## src/rtl/iteration_frame_packer_if.sv

```systemverilog
`default_nettype none
// ============================================================================
// Module      : iteration_frame_packer_if
// Description : Byte stream from the frame packer to the UART transmitter.
// Revision    : 1.0 - initial release
// ============================================================================
interface iteration_frame_packer_if;
    logic [7:0] tx_data;
    logic       tx_valid;
    logic       tx_ready;

    modport master (output tx_data, output tx_valid, input tx_ready);
    modport slave  (input tx_data, input tx_valid, output tx_ready);
endinterface
`default_nettype wire

```

## src/rtl/iteration_frame_packer.sv

```systemverilog
`default_nettype none
// ============================================================================
// Module      : iteration_frame_packer
// Description : Captures identifier results and serializes them as a byte
//               frame; optional timestamp bytes via FRAME_TIMESTAMP_EN.
// Revision    : 1.0 - initial release
// ============================================================================
module iteration_frame_packer #(
    parameter logic [7:0] SYNC_BYTE        = 8'hA5,
    parameter int         FRAME_GAP_CYCLES = 72,
    parameter int         TX_TIMEOUT_TICKS = 72000
) (
    input  wire         clk_72MHz,
    input  wire         reset_n,
    input  wire         identifier_ready,
    input  wire  [16:0] polynomial,
    input  wire  [16:0] iteration_0,
    input  wire  [16:0] iteration_1,
    input  wire  [16:0] iteration_2,
    input  wire  [16:0] iteration_3,
    input  wire  [16:0] iteration_4,
    input  wire  [16:0] iteration_5,
    input  wire  [16:0] iteration_6,
    input  wire  [16:0] iteration_7,
    input  wire  [23:0] sys_ts,
    output logic        identifier_reset,
    iteration_frame_packer_if.master tx,
    output logic        busy,
    output logic [15:0] frame_count,
    output logic [7:0]  drop_count
);

`ifdef FRAME_TIMESTAMP_EN
    localparam int c_TS_BYTES = 3;
`else
    localparam int c_TS_BYTES = 0;
`endif
    localparam int c_FRAME_LEN = 30 + c_TS_BYTES;
    localparam int c_ITER_BASE = 5 + c_TS_BYTES;
    localparam int c_STALL_W   = $clog2(TX_TIMEOUT_TICKS + 1);
    localparam int c_GAP_W     = $clog2(FRAME_GAP_CYCLES + 1);

    localparam logic [5:0]           c_LAST_IDX    = 6'(c_FRAME_LEN - 1);
    localparam logic [c_STALL_W-1:0] c_STALL_LIMIT = c_STALL_W'(TX_TIMEOUT_TICKS - 1);
    localparam logic [c_GAP_W-1:0]   c_GAP_LIMIT   = c_GAP_W'(FRAME_GAP_CYCLES - 1);

    typedef enum logic [1:0] {
        S_IDLE = 2'd0,
        S_SEND = 2'd1,
        S_GAP  = 2'd2
    } state_t;

    state_t                 r_state;
    state_t                 w_state_next;
    logic                   r_armed;
    logic [16:0]            r_poly;
    logic [16:0]            r_iter [0:7];
    logic [5:0]             r_byte_idx;
    logic [7:0]             r_tx_data;
    logic                   r_tx_valid;
    logic [7:0]             r_csum;
    logic [c_STALL_W-1:0]   r_stall_cnt;
    logic [c_GAP_W-1:0]     r_gap_cnt;

    logic [16:0]            w_iter_in [0:7];
    logic [7:0]             w_frame [0:c_FRAME_LEN-1];
    logic [7:0]             w_flags;
    logic [7:0]             w_csum_next;
    logic [5:0]             w_next_idx;
    logic                   w_capture;
    logic                   w_accept;
    logic                   w_last_accept;
    logic                   w_stall;
    logic                   w_abort;

`ifdef FRAME_TIMESTAMP_EN
    logic [23:0]            r_ts;
`else
    logic                   w_unused_ts;
    assign w_unused_ts = ^sys_ts;
`endif

    assign w_iter_in[0] = iteration_0;
    assign w_iter_in[1] = iteration_1;
    assign w_iter_in[2] = iteration_2;
    assign w_iter_in[3] = iteration_3;
    assign w_iter_in[4] = iteration_4;
    assign w_iter_in[5] = iteration_5;
    assign w_iter_in[6] = iteration_6;
    assign w_iter_in[7] = iteration_7;

    assign tx.tx_data  = r_tx_data;
    assign tx.tx_valid = r_tx_valid;
    assign busy        = (r_state != S_IDLE);

    // The sync byte is excluded; the byte now on the bus folds in as it is accepted.
    assign w_csum_next = r_csum ^ ((r_byte_idx != 6'd0) ? r_tx_data : 8'h00);
    assign w_next_idx  = r_byte_idx + 6'd1;

    always_comb begin
        w_flags = '0;
        for (int i = 0; i < c_FRAME_LEN; i++) begin
            w_frame[i] = '0;
        end
        for (int k = 0; k < 8; k++) begin
            w_flags[k] = |r_iter[k];
        end
        w_frame[0] = SYNC_BYTE;
        w_frame[1] = w_flags;
        w_frame[2] = {7'd0, r_poly[16]};
        w_frame[3] = r_poly[15:8];
        w_frame[4] = r_poly[7:0];
`ifdef FRAME_TIMESTAMP_EN
        w_frame[5] = r_ts[23:16];
        w_frame[6] = r_ts[15:8];
        w_frame[7] = r_ts[7:0];
`endif
        for (int k = 0; k < 8; k++) begin
            w_frame[c_ITER_BASE + 3*k]     = {7'd0, r_iter[k][16]};
            w_frame[c_ITER_BASE + 3*k + 1] = r_iter[k][15:8];
            w_frame[c_ITER_BASE + 3*k + 2] = r_iter[k][7:0];
        end
        w_frame[c_FRAME_LEN-1] = w_csum_next;
    end

    always_comb begin
        w_state_next  = r_state;
        w_capture     = 1'b0;
        w_accept      = 1'b0;
        w_last_accept = 1'b0;
        w_abort       = 1'b0;
        w_stall       = 1'b0;
        case (r_state)
            S_IDLE: begin
                if (identifier_ready && r_armed) begin
                    w_capture    = 1'b1;
                    w_state_next = S_SEND;
                end
            end
            S_SEND: begin
                w_accept = r_tx_valid && tx.tx_ready;
                w_stall  = r_tx_valid && !tx.tx_ready;
                if (w_accept && (r_byte_idx == c_LAST_IDX)) begin
                    w_last_accept = 1'b1;
                    w_state_next  = S_GAP;
                end else if (w_stall && (r_stall_cnt == c_STALL_LIMIT)) begin
                    w_abort      = 1'b1;
                    w_state_next = S_GAP;
                end
            end
            S_GAP: begin
                if (r_gap_cnt == c_GAP_LIMIT) begin
                    w_state_next = S_IDLE;
                end
            end
            default: w_state_next = S_IDLE;
        endcase
    end

    always_ff @(posedge clk_72MHz or negedge reset_n) begin
        if (!reset_n) begin
            r_state <= S_IDLE;
        end else begin
            r_state <= w_state_next;
        end
    end

    always_ff @(posedge clk_72MHz or negedge reset_n) begin
        if (!reset_n) begin
            r_armed          <= 1'b1;
            r_poly           <= '0;
            for (int k = 0; k < 8; k++) begin
                r_iter[k] <= '0;
            end
`ifdef FRAME_TIMESTAMP_EN
            r_ts             <= '0;
`endif
            r_byte_idx       <= '0;
            r_tx_data        <= '0;
            r_tx_valid       <= 1'b0;
            r_csum           <= '0;
            r_stall_cnt      <= '0;
            r_gap_cnt        <= '0;
            identifier_reset <= 1'b0;
            frame_count      <= '0;
            drop_count       <= '0;
        end else begin
            identifier_reset <= 1'b0;
            // Re-arming only on a low ready keeps a held result from being taken twice.
            if (!identifier_ready) begin
                r_armed <= 1'b1;
            end
            if (w_capture) begin
                r_armed          <= 1'b0;
                r_poly           <= polynomial;
                for (int k = 0; k < 8; k++) begin
                    r_iter[k] <= w_iter_in[k];
                end
`ifdef FRAME_TIMESTAMP_EN
                r_ts             <= sys_ts;
`endif
                identifier_reset <= 1'b1;
                r_tx_data        <= SYNC_BYTE;
                r_tx_valid       <= 1'b1;
                r_byte_idx       <= '0;
                r_csum           <= '0;
                r_stall_cnt      <= '0;
            end
            if (w_accept) begin
                r_stall_cnt <= '0;
                r_csum      <= w_csum_next;
                if (w_last_accept) begin
                    r_tx_valid  <= 1'b0;
                    frame_count <= frame_count + 16'd1;
                end else begin
                    r_byte_idx <= w_next_idx;
                    r_tx_data  <= w_frame[w_next_idx];
                end
            end else if (w_stall) begin
                if (w_abort) begin
                    r_tx_valid  <= 1'b0;
                    r_stall_cnt <= '0;
                    if (drop_count != 8'hFF) begin
                        drop_count <= drop_count + 8'd1;
                    end
                end else begin
                    r_stall_cnt <= r_stall_cnt + 1'b1;
                end
            end
            if (r_state == S_GAP) begin
                r_gap_cnt <= r_gap_cnt + 1'b1;
            end else begin
                r_gap_cnt <= '0;
            end
        end
    end

endmodule
`default_nettype wire

```

## src/flat_wrapper.sv

```systemverilog
// flat-port wrapper written by rule: the top's interface ports become plain ports
module iteration_frame_packer_flat 
#(
    parameter logic [7:0] SYNC_BYTE        = 8'hA5,
    parameter int         FRAME_GAP_CYCLES = 72,
    parameter int         TX_TIMEOUT_TICKS = 72000
)
  (clk_72MHz, reset_n, identifier_ready, polynomial, iteration_0, iteration_1, iteration_2, iteration_3, iteration_4, iteration_5, iteration_6, iteration_7, sys_ts, identifier_reset, busy, frame_count, drop_count, tx_tx_data, tx_tx_valid, tx_tx_ready);
  iteration_frame_packer_if tx_i ();
  input  wire clk_72MHz;
  input  wire reset_n;
  input  wire identifier_ready;
  input  wire  [16:0] polynomial;
  input  wire  [16:0] iteration_0;
  input  wire  [16:0] iteration_1;
  input  wire  [16:0] iteration_2;
  input  wire  [16:0] iteration_3;
  input  wire  [16:0] iteration_4;
  input  wire  [16:0] iteration_5;
  input  wire  [16:0] iteration_6;
  input  wire  [16:0] iteration_7;
  input  wire  [23:0] sys_ts;
  output logic identifier_reset;
  output logic busy;
  output logic [15:0] frame_count;
  output logic [7:0] drop_count;
  output wire logic [$bits(tx_i.tx_data)-1:0] tx_tx_data;
  output wire logic [$bits(tx_i.tx_valid)-1:0] tx_tx_valid;
  input wire logic [$bits(tx_i.tx_ready)-1:0] tx_tx_ready;
  assign tx_tx_data = tx_i.tx_data;
  assign tx_tx_valid = tx_i.tx_valid;
  assign tx_i.tx_ready = tx_tx_ready;
  iteration_frame_packer #(.SYNC_BYTE(SYNC_BYTE), .FRAME_GAP_CYCLES(FRAME_GAP_CYCLES), .TX_TIMEOUT_TICKS(TX_TIMEOUT_TICKS)) u_core (.clk_72MHz(clk_72MHz), .reset_n(reset_n), .identifier_ready(identifier_ready), .polynomial(polynomial), .iteration_0(iteration_0), .iteration_1(iteration_1), .iteration_2(iteration_2), .iteration_3(iteration_3), .iteration_4(iteration_4), .iteration_5(iteration_5), .iteration_6(iteration_6), .iteration_7(iteration_7), .sys_ts(sys_ts), .identifier_reset(identifier_reset), .tx(tx_i), .busy(busy), .frame_count(frame_count), .drop_count(drop_count));
endmodule
```

## config.mk

```make
export PLATFORM = sky130hd
export DESIGN_NAME = iteration_frame_packer_flat
export DESIGN_NICKNAME = d
export VERILOG_FILES = /design/src/rtl/iteration_frame_packer_if.sv /design/src/rtl/iteration_frame_packer.sv /design/src/flat_wrapper.sv
export SDC_FILE = /design/constraint.sdc
export NUM_CORES = 1
export LEC_CHECK = 0
export ABC_AREA = 1
export CAP_MARGIN = 20
export CORE_MARGIN = 1.5
export CORE_UTILIZATION = 50
export DETAILED_ROUTE_END_ITERATION = 12
export DONT_BUFFER_PORTS = 1
export PLACE_DENSITY = 0.68
export RECOVER_POWER = 25
export SLEW_MARGIN = 20
export SYNTH_ARGS = -nofsm -noshare
export SYNTH_HDL_FRONTEND = slang
export SYNTH_SLANG_ARGS = --single-unit
export TNS_END_PERCENT = 1
```

## constraint.sdc

```tcl
create_clock -name clk_72MHz -period 4.7 [get_ports clk_72MHz]
set_clock_uncertainty 0.15 [all_clocks]
set_input_delay 0.235 -clock clk_72MHz [delete_from_list [all_inputs] [get_ports clk_72MHz]]
set_output_delay 0.235 -clock clk_72MHz [all_outputs]
set_load 0.1 [all_outputs]
```

==> run metrics, run 1 <==
Filler Cells Inserted 1841; post-synthesis xor/xnor area fraction 2.108%; Nets 1851; first-pass GRT wire length 53770 microns; fraction of layout cells with a size suffix above 1 4.940%; prevailing post-synth register cell dfrtp_1; slowest CP cell dfrtp_1; GRT overflow 0; Post-synth EDFFs 0; crit path cell chain inv_1, ha_1, inv_1, nand2_1, inv_1, nand2_1, o221ai_1, nand2_1, nand2_1, nand2_1, a21oi_1, nand2_1, nand2_1; post-DR wirelength/cell 17.17 microns; Detail Route Antenna Nets 0; critical path required time 5.01 ns; GPL Wtd Cong 0.8872; Sink Count 228; worst skew pair latency 0.53 ns; total setup buffers inserted after CTS 0; Pwr Density 652.9 nW/um^2; Clk pin slew, worst setup/hold paths 0.06 ns; Synth Area per Inst 7.569 sq um; WP data arrival 3.58 ns; number of antenna violations at the first check in global routing 0; Starting DRT DRC Count 966; Synth warnings 0; largest family of logic cells by synthesized area simple AND/OR/NAND/NOR gates; Post-Place Cells 1765; Final Cell Area 14200 sq um; area leader, netlist dfrtp_1; share of the synthesized area in the top cell type 49.09%; hold slack -0.7391 ns; metal2 WL 14880 microns; dominant cells by area after synthesis dfrtp_1 (49%), nand2_1 (19%), o21ai_0 (5.2%); failing checks negative hold slack; Top Layer Used met4; TNS Setup 0 ns; antenna cell count 0; Worst Setup Path Type reg -> reg; num rows 55; Slew Viols, Final 0; status finished with violations; synthesized cell area 11570 sq um; unrepaired setup endpoints after global routing false; met3 wire len 2965 microns; Root Driver clkbuf_16; CTS tree done; CP Capture Type flip-flop; Final min period 3.263 ns; Max-Cap Viols 0; PostCTS Resize Cnt 0; Port Buffers 0; CP top delay family buffers and inverters; critical path peak fanout 20; Final HPWL DP 22250 microns; vias per cell 5.461; sequential area share after synthesis 49.31%; die width 155.1 microns; final setup violating endpoints 0; die area 24070 sq um; Rel. slew slack 24.74%; FF+latch count, synth 228; area post-placement 11750 sq um; CP dominant cell by count nand2_1; DR pass1 iterations 5; syn_nets 1717; number of global-route vias before repair 10520; DRC viols 0; Final Hold Viols 228; Initial Util 51.11%; CP bufs+invs 3; Yosys cell types 45; fraction of the mapped netlist area in compound gates 9.904%; clk buf depth 3; Tcrit/Tclk final 69.43%; Tot GR Track Use 28.17%; Setup crit start kind flip-flop; io pins 216; HP Class in -> async; simple-gate share of the synthesized area 30.80%; worst-margin pin slew 1.129 ns; met1 wire length 14740 microns; Tot Pwr 9274 uW; Max VDD drop 0.3272 mV; post-route insts no fill 1965; Vias 10730; FFs w/ async S/R, synth 100.0%; fmax 306.4 MHz; largest net degree at the start of global routing 229; synth-to-layout area growth 22.74%; total CTS buffers 26; synthesized instance count 1529; Synth Area in Adders 0.7568%; final WL 33740 microns; chip height 155.1 microns; core footprint 22640 sq um; max incr delay on CP 0.71 ns; P_leak 0.006898 uW; htree depth 1; post-synthesis mux area share 0%; hold buffers post-CTS 155
cells in the final DEF (no fill, tap or decap), drive strengths merged, types with 18 or more instances in the layout:
master	synthesis	final
inv	142	143
dlygate4sd3	0	155
nor2	109	109
xor2	18	18
nand3	87	87
a21oi	47	47
nand2	588	588
nor3	21	21
clkbuf	22	37
dfrtp	227	227
o21ai	122	122
nand4	19	19
where the power goes:
part | leakage [uW] | internal [uW] | switching [uW] | total (uW)
Clock | 0.000449 | 1310 | 811 | 2130
Combinational | 0.00357 | 1170 | 2410 | 3580
Sequential | 0.00287 | 2700 | 875 | 3570
stage by stage:
stage	util, %	setup WS (ns)
after floorplan	-	2.161
after global placement	51.90	1.572
after detailed placement	51.90	1.568
after CTS	62.74	1.537
after global routing	62.74	1.143
final	62.74	1.437
cell families after synthesis:
kind of cell | after synthesis
flops | 228
simple gates | 852
compound gates | 209
fa+ha+maj | 7
xor+xnor | 27
buf+inv | 206
worst register-to-register path, cell delays in order, from the launching register on:
cell      delay [ns]
dfrtp_1         0.71
inv_1           0.13
ha_1            0.34
inv_1           0.35
nand2_1         0.13
inv_1           0.61
nand2_1         0.13
o221ai_1        0.13
nand2_1         0.08
nand2_1         0.10
nand2_1         0.07
a21oi_1         0.15
nand2_1         0.07
nand2_1         0.05
routing by layer:
metal,vias to the layer above,track usage (%)
li1,5148,-
met1,5003,38.87
met2,494,43.78
met3,85,6.212
met4,0,10.30
met5,-,0
cell usage after synthesis, drive strengths merged (4+ instances only):
cell    number
nand2      588
dfrtp      227
inv        142
o21ai      122
nor2       109
nand3       87
a21oi       47
buf         40
clkbuf      22
nor3        21
nand4       19
xor2        18
o22ai       12
nor4        11
xnor2        9
a22oi        7
ha           7
o221ai       7
or2          7
o211ai       6
nand3b       4
final timing paths:
| check | from | endpoint | cells after the start | slack, ns |
|---|---|---|---|---|
| worst max-delay path | u_core.r_byte_idx[0]$_DFF_PN0_ | u_core.tx.tx_data[4]$_DFF_PN0_ | 13 | 1.44 |
| worst min-delay path | reset_n | u_core.r_iter[106]$_DFFE_PN0P_ | 0 | -0.74 |
| worst max register to register | u_core.r_byte_idx[0]$_DFF_PN0_ | u_core.tx.tx_data[4]$_DFF_PN0_ | 13 | 1.44 |
| worst min register to register | u_core.r_gap_cnt[0]$_DFF_PN0_ | u_core.r_gap_cnt[0]$_DFF_PN0_ | 1 | 0.30 |
| max in group asynchronous | reset_n | u_core.r_iter[88]$_DFFE_PN0P_ | 0 | 4.63 |
| min in group clk_72MHz | identifier_ready | u_core.r_armed$_DFFE_PN1P_ | 2 | 0.17 |
sequential cells by signal (all words and copies together) (netlist names):
signal	cells
u_core.r_iter	136
u_core.r_poly	17
u_core.r_stall_cnt	17
u_core.frame_count	16
u_core.drop_count	8
u_core.r_csum	8
u_core.tx.tx_data	8
u_core.r_gap_cnt	7
u_core.r_byte_idx	6
u_core.r_state	2
u_core.identifier_reset	1
u_core.r_armed	1
u_core.tx.tx_valid	1
final cells by class:
cell class	instances	area (sq um)	area share, %
Timing Repair Buffer	168	1649	11.61
Sequential cell	228	5707	40.18
Tap cell	285	356.6	2.511
Clock buffer	37	783.3	5.514
Multi-Input combinational cell	1095	5047	35.54
Clock inverter	8	118.9	0.8369
Inverter	144	541.8	3.814
Note: power is estimated with default switching activity, not from simulation.
==> inputs of run 2 (changes only) <==
- ABC_AREA: 1 -> 0
- clock period: 4.7 -> 3.29 ns (I/O delays scaled with it)
==> run metrics, run 2 <==
PostCTS Resize Cnt 0; die width 152.5 microns; CTS tree done; Sink Count 228; dominant cells by area after synthesis dfrtp_1 (51%), nand2_1 (18%), o21ai_0 (3.0%); post-DR wirelength/cell 19.00 microns; met1 Use GR 37.80%; critical path peak fanout 17; unrepaired setup endpoints after global routing false; Root Driver clkbuf_16; FFs w/ async S/R, synth 100.0%; syn_nets 1476; WP data arrival 3.27 ns; number of antenna violations at the first check in global routing 0; core footprint 21890 sq um; hold slack -0.8048 ns; synthesized cell area 11180 sq um; critical path required time 3.57 ns; clk buf depth 3; GPL Wtd Cong 0.9548; max FFs per register 136; Final Hold Viols 228; vias per cell 5.713; CP Capture Type flip-flop; most frequent cells in the layout nand2_1 (531), dfrtp_1 (227), dlygate4sd3_1 (155), o21ai_0 (68), nor2_1 (55); Vias 10020; Detail Route Antenna Nets 0; prevailing post-synth register cell dfrtp_1; Commonest cells post-synth nand2_1 (531), dfrtp_1 (227), o21ai_0 (68); P_leak 0.006650 uW; Synth warnings 0; M3 GR Usage 5.518%; Max VDD drop 0.5459 mV; largest net degree at the start of global routing 229; HP Class in -> async; Port Buffers 0; Reg power frac 38.5%; Setup crit start kind flip-flop; leading cell type in the layout, fill and taps excluded nand2_1; cell with the most instances after synthesis nand2_1; busiest grt layer met2; Yosys cell types 57; total CTS buffers 25; Max-Cap Viols 0; final setup violating endpoints 0; total setup buffers inserted after CTS 0; fmax 334.1 MHz; R2R Setup Slk 0.30 ns; Nets 1642; first-pass GRT wire length 53100 microns; Tot Pwr 12560 uW; final WL 33320 microns; Synth Area per Inst 8.679 sq um; share of the synthesized area in the top cell type 50.82%; number of global-route vias before repair 9963; Global Route met2 Usage 46.00%; Gate power share 37.6%; TNS Setup 0 ns; Final HPWL DP 21310 microns; Layout Utilization 64.52%; Final min period 2.993 ns; synth-to-layout area growth 26.36%; die area 23260 sq um; Worst Setup Path Type reg -> reg; Critical R2R Launch u_core.r_byte_idx[1]$_DFF_PN0_; Largest Register u_core.r_iter; Slew Viols, Final 0; Rel. slew slack 36.92%; Pwr Density 889.5 nW/um^2; sequential area share after synthesis 51.05%; sw frac 40.69%; chip height 152.5 microns; Critical Path Source u_core.r_byte_idx[1]$_DFF_PN0_; worst-margin pin slew 0.9463 ns; antenna cell count 0; Post-synth EDFFs 0; DR pass1 iterations 5; status finished with violations; synthesized instance count 1288; Tcrit/Tclk final 90.96%; Starting DRT DRC Count 750; Initial Util 51.06%; fraction of layout cells with a size suffix above 1 9.437%; failing checks negative hold slack; Clk network pwr share 23.9%; hold buffers post-CTS 155; Top Registers u_core.r_iter x136, u_core.r_poly x17, u_core.r_stall_cnt x17; internal power 7452 uW; FF+latch count, synth 228; GRT overflow 0; Clk pin slew, worst setup/hold paths 0.06 ns; Tot GR Track Use 28.33%; io pins 216; Filler Cells Inserted 1731; area leader, netlist dfrtp_1; net load switching power 5112 uW; DRC viols 0; worst skew pair latency 0.52 ns; num rows 54; htree depth 1
-- run 2: cell type report --
cell class	instances	area [sq um]	share of cell area [%]
Clock inverter	13	201.4	1.426
Timing Repair Buffer	207	1967	13.93
Sequential cell	228	5707	40.40
Inverter	8	32.53	0.2303
Multi-Input combinational cell	984	5181	36.68
Clock buffer	33	685.7	4.854
Tap cell	280	350.3	2.480
-- run 2: path summary, 6_finish.rpt --
kind / to / depth (start not counted)
max: u_core.tx.tx_data[4]$_DFF_PN0_ / 7
min: u_core.r_gap_cnt[6]$_DFF_PN0_ / 0
max reg2reg: u_core.tx.tx_data[4]$_DFF_PN0_ / 7
min reg2reg: u_core.r_gap_cnt[0]$_DFF_PN0_ / 1
max in group asynchronous: u_core.r_iter[9]$_DFFE_PN0P_ / 0
min in group clk_72MHz: u_core.r_csum[4]$_DFFE_PN0P_ / 3
-- run 2: through the flow --
stage / worst slack [ns] / cells / area (sq um)
2_1_floorplan: 0.2627 / 1288 / 11180
3_3_place_gp: 0.4272 / 1552 / 11690
3_5_place_dp: 0.3888 / 1552 / 11690
4_1_cts: 0.3709 / 1753 / 14120
5_1_grt: 0.1549 / 1753 / 14120
6_report: 0.2973 / 1753 / 14120
-- run 2: power groups by stage --
stage | combinational, uW | clock, uW | sequential (uW)
after floorplan | 3120 | 0 | 4730
after global placement | 4360 | 0 | 4810
after detailed placement | 4460 | 0 | 4810
after CTS | 4630 | 3050 | 4780
after global routing | 5190 | 3160 | 4930
final | 4720 | 3010 | 4840
-- run 2: routing by layer --
layer	share of wire, %	vias to the layer above	routed length (microns)
met4	3.7	0	1233
met2	48	389	15840
li1	-	4717	-
met1	42	4824	14110
met3	6.4	85	2132
met5	0	-	0
-- run 2: kinds of logic after synthesis --
group | Yosys count | share of synthesized area [%]
and+or+nand+nor | 724 | 27.70
buffers and inverters | 76 | 2.798
xor gates and xnor gates | 40 | 3.268
AOI/OAI and AO/OA | 175 | 10.06
muxes | 38 | 4.332
adders and majority gates | 7 | 0.7835
DFF | 228 | 51.05
-- run 2: critical path: stages (launching register included) --
cell and delay [ns]:
dfrtp_1 0.45, inv_1 0.09, ha_2 0.41, nor2b_1 0.78, a221oi_1 0.31, o31ai_1 0.38
a31oi_1 0.08, o31ai_1 0.24
